===== config.mk =====
export PLATFORM = sky130hd
export DESIGN_NAME = spigot_digit_tx
export DESIGN_NICKNAME = d
export VERILOG_FILES = /design/src/rtl/spigot_pkg.sv /design/src/rtl/spigot_digit_fifo.sv /design/src/rtl/spigot_digit_tx.sv
export SDC_FILE = /design/constraint.sdc
export NUM_CORES = 1
export LEC_CHECK = 0
export ABC_AREA = 1
export ABC_CLOCK_PERIOD_IN_PS = 3200
export CAP_MARGIN = 20
export CORE_ASPECT_RATIO = 1.25
export CORE_MARGIN = 1
export CORE_UTILIZATION = 50
export CTS_CLUSTER_DIAMETER = 100
export DETAILED_ROUTE_END_ITERATION = 6
export GPL_TIMING_DRIVEN = 0
export HOLD_SLACK_MARGIN = 0.05
export PLACE_DENSITY_LB_ADDON = 0.3
export SYNTH_ARGS = -nofsm -noshare
export SYNTH_HDL_FRONTEND = slang
export SYNTH_SLANG_ARGS = --single-unit

===== constraint.sdc =====
create_clock -name clk -period 3.2 [get_ports clk]
set_input_delay 0.48 -clock clk [delete_from_list [all_inputs] [get_ports clk]]
set_output_delay 0.48 -clock clk [all_outputs]
set_load 0.05 [all_outputs]

===== src/rtl/spigot_pkg.sv =====
// rtl/spigot_pkg.sv - shared types and ASCII constants for the spigot digit transmitter
package spigot_pkg;

   typedef enum logic [1:0] {IDLE, START, DATA, STOP} tx_state_t;
   typedef enum logic [1:0] {INS_NONE, INS_DOT, INS_CR, INS_LF} ins_t;
   typedef logic [3:0] digit_t;

   localparam logic [7:0] ASCII_ZERO = 8'h30;
   localparam logic [7:0] ASCII_DOT  = 8'h2E;
   localparam logic [7:0] ASCII_CR   = 8'h0D;
   localparam logic [7:0] ASCII_LF   = 8'h0A;
   localparam logic [7:0] ASCII_ERR  = 8'h3F;

   function automatic logic [7:0] digit_to_ascii(input digit_t d);
      return (d <= 4'd9) ? ASCII_ZERO + {4'h0, d} : ASCII_ERR;
   endfunction

endpackage


===== src/rtl/spigot_digit_fifo.sv =====
// rtl/spigot_digit_fifo.sv - small digit FIFO, head word readable combinationally
module spigot_digit_fifo
   import spigot_pkg::*;
#(
   parameter  int DEPTH = 8,
   localparam int AW    = $clog2(DEPTH)
) (
   input  logic          clk,
   input  logic          rst_n,
   input  logic          push,
   input  digit_t        din,
   input  logic          pop,
   input  logic          flush,
   output digit_t        dout,
   output logic          full,
   output logic          empty,
   output logic [AW:0]   level
);

   digit_t        mem [DEPTH];
   logic [AW-1:0] wr_ptr;
   logic [AW-1:0] rd_ptr;
   logic          push_ok;
   logic          pop_ok;

   assign full    = (level == (AW+1)'(DEPTH));
   assign empty   = (level == '0);
   assign push_ok = push && !full && !flush;
   assign pop_ok  = pop && !empty && !flush;
   assign dout    = mem[rd_ptr];

   always_ff @(posedge clk) begin
      if (push_ok) mem[wr_ptr] <= din;
   end

   always_ff @(posedge clk or negedge rst_n) begin
      if (!rst_n) begin
         wr_ptr <= '0;
         rd_ptr <= '0;
         level  <= '0;
      end else if (flush) begin
         wr_ptr <= '0;
         rd_ptr <= '0;
         level  <= '0;
      end else begin
         if (push_ok) wr_ptr <= wr_ptr + 1'b1;
         if (pop_ok)  rd_ptr <= rd_ptr + 1'b1;
         case ({push_ok, pop_ok})
            2'b10:   level <= level + 1'b1;
            2'b01:   level <= level - 1'b1;
            default: level <= level;
         endcase
      end
   end

endmodule


===== src/rtl/spigot_digit_tx.sv =====
// rtl/spigot_digit_tx.sv - buffers spigot digits and sends them as formatted ASCII over UART 8N1
module spigot_digit_tx
   import spigot_pkg::*;
#(
   parameter  int CLK_DIV    = 4,
   parameter  int FIFO_DEPTH = 8,
   parameter  int LINE_LEN   = 4,
   localparam int LW         = $clog2(FIFO_DEPTH) + 1
) (
   input  logic          clk,
   input  logic          rst_n,
   input  logic          ena,
   input  logic          clear,
   input  logic          digit_valid,
   input  logic [3:0]    digit,
   output logic          digit_ready,
   output logic          tx,
   output logic          busy,
   output logic          err,
   output logic [LW-1:0] fifo_level
);

   localparam int TW = $clog2(CLK_DIV);
   localparam int CW = $clog2(LINE_LEN + 1);

   tx_state_t     state, state_nx;
   ins_t          ins;
   logic [TW-1:0] timer;
   logic [2:0]    bit_idx;
   logic [7:0]    shreg;
   logic [7:0]    next_char;
   logic [CW-1:0] line_cnt;
   logic          tx_q, active_q, err_q, clear_pending, first_digit;
   logic          tick, can_launch, launch, do_flush, pop;
   logic          fifo_full, fifo_empty;
   digit_t        head;

   spigot_digit_fifo #(.DEPTH(FIFO_DEPTH)) u_fifo (
      .clk   (clk),
      .rst_n (rst_n),
      .push  (digit_valid && digit_ready),
      .din   (digit),
      .pop   (pop),
      .flush (do_flush),
      .dout  (head),
      .full  (fifo_full),
      .empty (fifo_empty),
      .level (fifo_level)
   );

   assign digit_ready = !fifo_full && !clear_pending;
   assign tx          = tx_q;
   assign err         = err_q;
   // active_q keeps busy high through the last stop bit, which tx emits one cycle late
   assign busy        = active_q || (state != IDLE) || !fifo_empty || (ins != INS_NONE);
   assign tick        = (timer == TW'(CLK_DIV - 1));
   assign can_launch  = ena && !clear_pending && ((ins != INS_NONE) || !fifo_empty);
   assign pop         = launch && (ins == INS_NONE);

   always_comb begin
      case (ins)
         INS_DOT: next_char = ASCII_DOT;
         INS_CR:  next_char = ASCII_CR;
         INS_LF:  next_char = ASCII_LF;
         default: next_char = digit_to_ascii(head);
      endcase
   end

   always_comb begin
      state_nx = state;
      launch   = 1'b0;
      do_flush = 1'b0;
      case (state)
         IDLE: begin
            if (clear_pending) begin
               do_flush = 1'b1;
            end else if (can_launch) begin
               launch   = 1'b1;
               state_nx = START;
            end
         end
         START: if (tick) state_nx = DATA;
         DATA:  if (tick && bit_idx == 3'd7) state_nx = STOP;
         STOP: begin
            // a pending clear replaces the next character, never the current frame
            if (tick) begin
               state_nx = IDLE;
               if (clear_pending) begin
                  do_flush = 1'b1;
               end else if (can_launch) begin
                  launch   = 1'b1;
                  state_nx = START;
               end
            end
         end
         default: state_nx = IDLE;
      endcase
   end

   always_ff @(posedge clk or negedge rst_n) begin
      if (!rst_n) begin
         state         <= IDLE;
         ins           <= INS_NONE;
         timer         <= '0;
         bit_idx       <= '0;
         shreg         <= '0;
         line_cnt      <= '0;
         tx_q          <= 1'b1;
         active_q      <= 1'b0;
         err_q         <= 1'b0;
         clear_pending <= 1'b0;
         first_digit   <= 1'b1;
      end else begin
         state         <= state_nx;
         active_q      <= (state != IDLE);
         clear_pending <= clear | (clear_pending & ~do_flush);
         timer         <= (state == IDLE || tick) ? '0 : timer + 1'b1;
         if (state == DATA && tick) bit_idx <= bit_idx + 1'b1;
         case (state)
            START:   tx_q <= 1'b0;
            DATA:    tx_q <= shreg[bit_idx];
            default: tx_q <= 1'b1;
         endcase
         if (do_flush) begin
            ins         <= INS_NONE;
            line_cnt    <= '0;
            first_digit <= 1'b1;
         end else if (launch) begin
            shreg <= next_char;
            case (ins)
               INS_CR:  ins <= INS_LF;
               INS_DOT,
               INS_LF:  ins <= INS_NONE;
               default: begin
                  if (head > 4'd9) err_q <= 1'b1;
                  if (first_digit) begin
                     first_digit <= 1'b0;
                     ins         <= INS_DOT;
                  end else if (line_cnt == CW'(LINE_LEN - 1)) begin
                     line_cnt <= '0;
                     ins      <= INS_CR;
                  end else begin
                     line_cnt <= line_cnt + 1'b1;
                  end
               end
            endcase
         end
      end
   end

endmodule


==> results of run 1 <==
-- power groups by stage --
stage	clock network, mW	registers [mW]	logic (mW)
floorplan	0	1.23	0.784
global placement	0	1.17	1.10
detailed placement	0	1.17	1.14
CTS	0.831	1.16	1.15
global route	0.859	1.18	1.27
finish	0.817	1.16	1.14
-- cell type report --
cell class | instances | area, um^2 | area share (%)
sequential | 65 | 1790 | 47.5
multi-input combinational | 229 | 1240 | 32.9
inverter | 47 | 184 | 4.89
timing repair buffer | 16 | 155 | 4.12
clock buffer | 10 | 128 | 3.39
clock inverter | 6 | 106 | 2.83
tap | 85 | 106 | 2.83
buffer | 6 | 56.3 | 1.50
-- registers in the layout (all words and copies together) (netlist names) --
name,flops
active_q,1
bit_idx,3
clear_pending,1
err,1
first_digit,1
ins,2
line_cnt,3
shreg,6
state,2
timer,2
tx,1
u_fifo.level,4
u_fifo.mem,32
u_fifo.rd_ptr,3
u_fifo.wr_ptr,3
-- worst max-delay path: cells and delay by family (launching register included) --
kind          cells  cell delay, ns
fa+ha+maj         1            0.23
buf+inv           2            0.83
simple gates      2            0.56
flops             1            0.40
-- per-layer routing --
layer / track usage (%) / share of wire [%] / up-vias
met2: 35.3 / 54 / 45
li1: - / - / 1188
met5: 0 / 0 / -
met4: 9.12 / 1.9 / 0
met3: 5.33 / 4.1 / 14
met1: 21.0 / 40 / 1104
-- cell usage after synthesis (4+ instances only) --
cell type and count:
dfrtp_1 31, inv_1 43, edfxtp_1 32, o21ai_0 17, nand2_1 90, nor2_1 30, nand2_2 6, o211ai_1 4
nand3_1 29, a21oi_1 12, ha_1 17
-- cell families (layout without fill, tap and decap cells) --
group	count (synthesis)	after routing	share of synthesized area [%]
muxes	2	2	0.689
buffers and inverters	53	85	7.35
DFF	65	65	54.7
AOI/OAI and AO/OA	43	43	7.85
adders and majority gates	18	18	7.12
xor gates and xnor gates	2	2	0.536
and+or+nand+nor	164	164	21.7
-- worst paths after layout --
kind	endpoint	from	slack, ns	cells after the start
hold reg to reg	timer[0]	timer[0]	0.43	1
setup / recovery	busy	ins[0]	0.35	5
setup reg to reg	u_fifo.level[3]	state[0]	0.48	16
max in group asynchronous	u_fifo.level[3]	rst_n	2.54	1
hold / removal	bit_idx[0]	rst_n	0.19	1
min in group clk	timer[0]	timer[0]	0.43	1
-- cells in the final DEF, fill, tap and decap left out, types with 2 or more instances in the layout --
cell type        instances
nand4_1                  2
ha_1                    17
nand3_1                 29
nand2_1                 90
nor2_1                  30
nand2_2                  6
mux2_2                   2
buf_6                    2
a31oi_1                  2
inv_2                    2
nor2_4                   2
a21oi_1                 12
o21ai_0                 17
xor2_1                   2
clkdlybuf4s50_1         15
dfstp_2                  2
clkbuf_8                10
buf_2                    2
o21bai_1                 2
inv_1                   43
dfrtp_1                 31
clkinv_1                 2
bufinv_16                3
edfxtp_1                32
o211ai_1                 4
buf_4                    2
-- stage by stage --
step	utilization, %	worst slack, ns	instances
after floorplan	-	0.842	347
after global placement	56.6	0.487	448
after detailed placement	56.5	0.407	448
after CTS	60.3	0.325	464
after global routing	60.3	0.186	464
final	60.3	0.351	464
==> impl_metrics.tcl, run 1 <==
set metrics [dict create \
    crit_required_ns 2.72 \
    drtIter0Drc 103 \
    yosysTopAreaCellShare_pct 29.4 \
    viasPerCell 5.07 \
    fmax_mhz 351 \
    yosysWarnings 0 \
    placed_area_mm2 0.00353 \
    num_io_pins 17 \
    finalHoldViolCount 0 \
    ant_nets 0 \
    core_mm2 0.00625 \
    path_clk_slew_ns 0.07 \
    ys.flop_type "edfxtp_1" \
    leakage_nw 1.74 \
    synth_area_leaders "edfxtp_1, dfrtp_1, nand2_1, ha_1, inv_1" \
    clkPwrFrac_pct 26.3 \
    yosys.area.top_type "edfxtp_1" \
    cts_buffer_depth 2 \
    rows 32 \
    p_comb_share_pct 36.5 \
    nFillCells 545 \
    async_flop_share_pct 50.8 \
    crit_path_start_kind "flop" \
    fin_skew_ns 0.00843 \
    critPathKind "flop to output port" \
    worstPathArrival_ns 2.37 \
    dp_hpwl_mm 4.32 \
    gp_congestion 0.831 \
    grt_first_pass_wirelength_mm 9.83 \
    postCtsSetupRepairBufs 0 \
    swShare_pct 37.1 \
    worst_pin_slew_ns 0.731 \
    setup_tns_ns 0 \
    cts_hold_buf 0 \
    ir_drop_mv 0.393 \
    grt_pass1_vias 2294 \
    p_sw_mw 1.15 \
    groute.usage.overall_pct 19.7 \
    setup_viol 0 \
    power_density_mw_per_mm2 827 \
    syn_avg_cell_area_um2 9.42 \
    cts_sinks 65 \
    grt_max_degree 34 \
    synth_cells 347 \
    syn_to_final_growth_pct 15.2 \
    p_seq_share_pct 37.2 \
    overflow 0 \
    numCtsBuffers 9 \
    postLayoutCellArea_mm2 0.00376 \
    h-tree-depth 3 \
    seq_area_frac_synth_pct 54.7 \
    die_h_um 92.4 \
    hold-worst-slack_ns 0.188 \
    cap_violations 0 \
    dr.pass1.iters 5 \
    initial_utilization_pct 52.3 \
    drive_gt1_share_pct 10.8 \
    relSlewSlack_pct 51.3 \
    cp_slowest_cell "clkdlybuf4s50_1" \
    crit_fanout 4 \
    ys_ff_latch 65 \
    finalWirelength_mm 6.01 \
    p_int_mw 1.96 \
    period_needed_ns 2.85 \
    drc_errors 0 \
    cts_tree "done" \
    power_mw 3.11 \
    cp-end-kind "output port" \
    outcome "complete, no violations" \
    antenna_cells 0 \
    synthDistinctLibCells 37 \
    cp_cell_sequence "inv_1, ha_1, nand4_1, or3_1, clkdlybuf4s50_1" \
    antenna_found_initial 0 \
    fin_crit_sh_pct 89.0 \
    die_w_um 74.3 \
    synth_nets 374 \
    slew_violations 0 \
    portBuffers 16 \
    syn_area_mm2 0.00327 \
    num_vias 2351 \
    rsz0062_at_grt "false" \
    cts-root-buf "clkbuf_8" \
    fin_nets 401 \
    synth_edf_count 32 \
    clock_latency_ns 0.34 \
    routedWlPerCell_um 12.9 \
    die-area_mm2 0.00687 \
    hold_class "primary input to asynchronous set/reset pin" \
    slowest_delay_ns 0.70 \
    cts_resized 0 \
]
Note: power is estimated with default switching activity, not from simulation.
==> run 2: changes to the inputs <==
CORE_UTILIZATION = 39   (was 50)
==> impl_metrics.tcl, run 2 (synthesis gave the netlist of run 1 again) <==
set metrics [dict create \
    groute.usage.overall_pct 15.4 \
    syn_to_final_growth_pct 15.1 \
    crit_fanout 4 \
    viasPerCell 4.85 \
    p_int_mw 1.88 \
    placed_area_mm2 0.00354 \
    p_sw_mw 1.17 \
    cap_violations 0 \
    h-tree-depth 3 \
    fin_skew_ns 0.00802 \
    routedWlPerCell_um 12.6 \
    die-area_mm2 0.00875 \
    drive_gt1_share_pct 11.1 \
    slew_violations 0 \
    violations "DRC" \
    p_comb_share_pct 36.8 \
    grt_pass1_vias 2283 \
    rr_startpoint "state[0]" \
    reg.largest.list "u_fifo.mem x32, shreg x6, u_fifo.level x4" \
    r2r_slack_ns 0.56 \
    worstPathArrival_ns 2.38 \
    cts_buffer_depth 2 \
    rsz0062_at_grt "false" \
    ir_drop_mv 0.391 \
    final_common_cell "nand2_1" \
    portBuffers 16 \
    hold_class "primary input to asynchronous set/reset pin" \
    worst-r2r-cell-count 15 \
    relSlewSlack_pct 50.0 \
    fin_cells 474 \
    swShare_pct 38.3 \
    grt_first_pass_wirelength_mm 10.4 \
    num_vias 2301 \
    die_h_um 104 \
    cts_hold_buf 0 \
    numCtsBuffers 9 \
    multi_input_area_mm2 0.00124 \
    dr.pass1.iters 7 \
    dp_slack_ns 0.421 \
    path_clk_slew_ns 0.08 \
    drtIter0Drc 127 \
    gp_congestion 0.740 \
    layout_common_cells "nand2_1, inv_1, edfxtp_1" \
    rows 36 \
    utilization_pct 47.2 \
    cts_resized 0 \
    finalHoldViolCount 0 \
    crit_path_start_kind "flop" \
    ant_nets 0 \
    worst_pin_slew_ns 0.749 \
    postCtsSetupRepairBufs 0 \
    cts_sinks 65 \
    fin_ws_ns 0.344 \
    die_w_um 83.9 \
    dp_hpwl_mm 4.33 \
    antenna_cells 0 \
    clock_latency_ns 0.35 \
    num_io_pins 17 \
    fmax_mhz 350 \
    drc_errors 1 \
    ff_latch_area_mm2 0.00179 \
    critPathKind "flop to output port" \
    initial_utilization_pct 41.0 \
    p_seq_share_pct 37.9 \
    crit_required_ns 2.72 \
    clkPwrFrac_pct 25.3 \
    leakage_nw 1.73 \
    setup_tns_ns 0 \
    grt_max_degree 34 \
    reg2reg_to "u_fifo.level[3]" \
    nFillCells 731 \
    period_needed_ns 2.86 \
    hold-worst-slack_ns 0.189 \
    postLayoutCellArea_mm2 0.00376 \
    fin_crit_sh_pct 89.2 \
    outcome "complete, but fails checks" \
    finalWirelength_mm 5.99 \
    regMostFlops "u_fifo.mem" \
    cts-root-buf "clkbuf_8" \
    setup_viol 0 \
    antenna_found_initial 0 \
    cp-end-kind "output port" \
    cts_tree "done" \
    largest_reg_flops 32 \
    power_density_mw_per_mm2 810 \
    overflow 0 \
    core_mm2 0.00797 \
    dp.cells 458 \
    fin_nets 401 \
    power_mw 3.05 \
]
[run 2: cell count changes in the layout (fill, tap and decap cells not counted), sizes merged]
cell      delta
bufinv       -1
clkinvlp     +1
[run 2: worst max-delay path by stage]
| stage | from | endpoint | slack, ns |
|---|---|---|---|
| CTS | ins[0] | busy | 0.32 |
| floorplan | u_fifo.level[1] | u_fifo.level[3] | 0.84 |
| detailed placement | ena | u_fifo.level[3] | 0.42 |
| global route | ins[0] | busy | 0.23 |
| finish | ins[0] | busy | 0.34 |
| global placement | ena | u_fifo.level[3] | 0.45 |
[run 2: area by class of cell]
type,count,area share [%]
sequential,65,47.6
multi-input combinational,229,32.9
inverter,47,4.89
timing repair buffer,16,4.12
clock buffer,10,3.39
tap,95,3.16
clock inverter,6,2.46
buffer,6,1.50
[run 2: critical path, stage by stage (launching register included)]
cell,delay [ns]
dfrtp_1,0.40
inv_1,0.13
ha_1,0.23
nand4_1,0.20
or3_1,0.36
clkdlybuf4s50_1,0.71
[run 2: layer usage]
metal | routed length [um] | share of wire (%) | vias up | global-route usage [%]
li1 | - | - | 1184 | -
met1 | 2610 | 44 | 1063 | 17.9
met2 | 3010 | 50 | 37 | 26.0
met3 | 230 | 3.8 | 17 | 4.37
met4 | 138 | 2.3 | 0 | 7.51
met5 | 0 | 0 | - | 0
[run 2: power by group through the flow]
stage,Clock (mW),Sequential [mW],Combinational [mW]
global route,0.827,1.18,1.27
CTS,0.789,1.16,1.13
global placement,0,1.16,1.10
floorplan,0,1.23,0.784
finish,0.772,1.15,1.12
detailed placement,0,1.17,1.13
==> run 3: changes to the inputs <==
CORE_MARGIN = not set   (was 1)
==> results of run 3 <==
The final DEF is identical to that of run 2; final timing and power are the same.
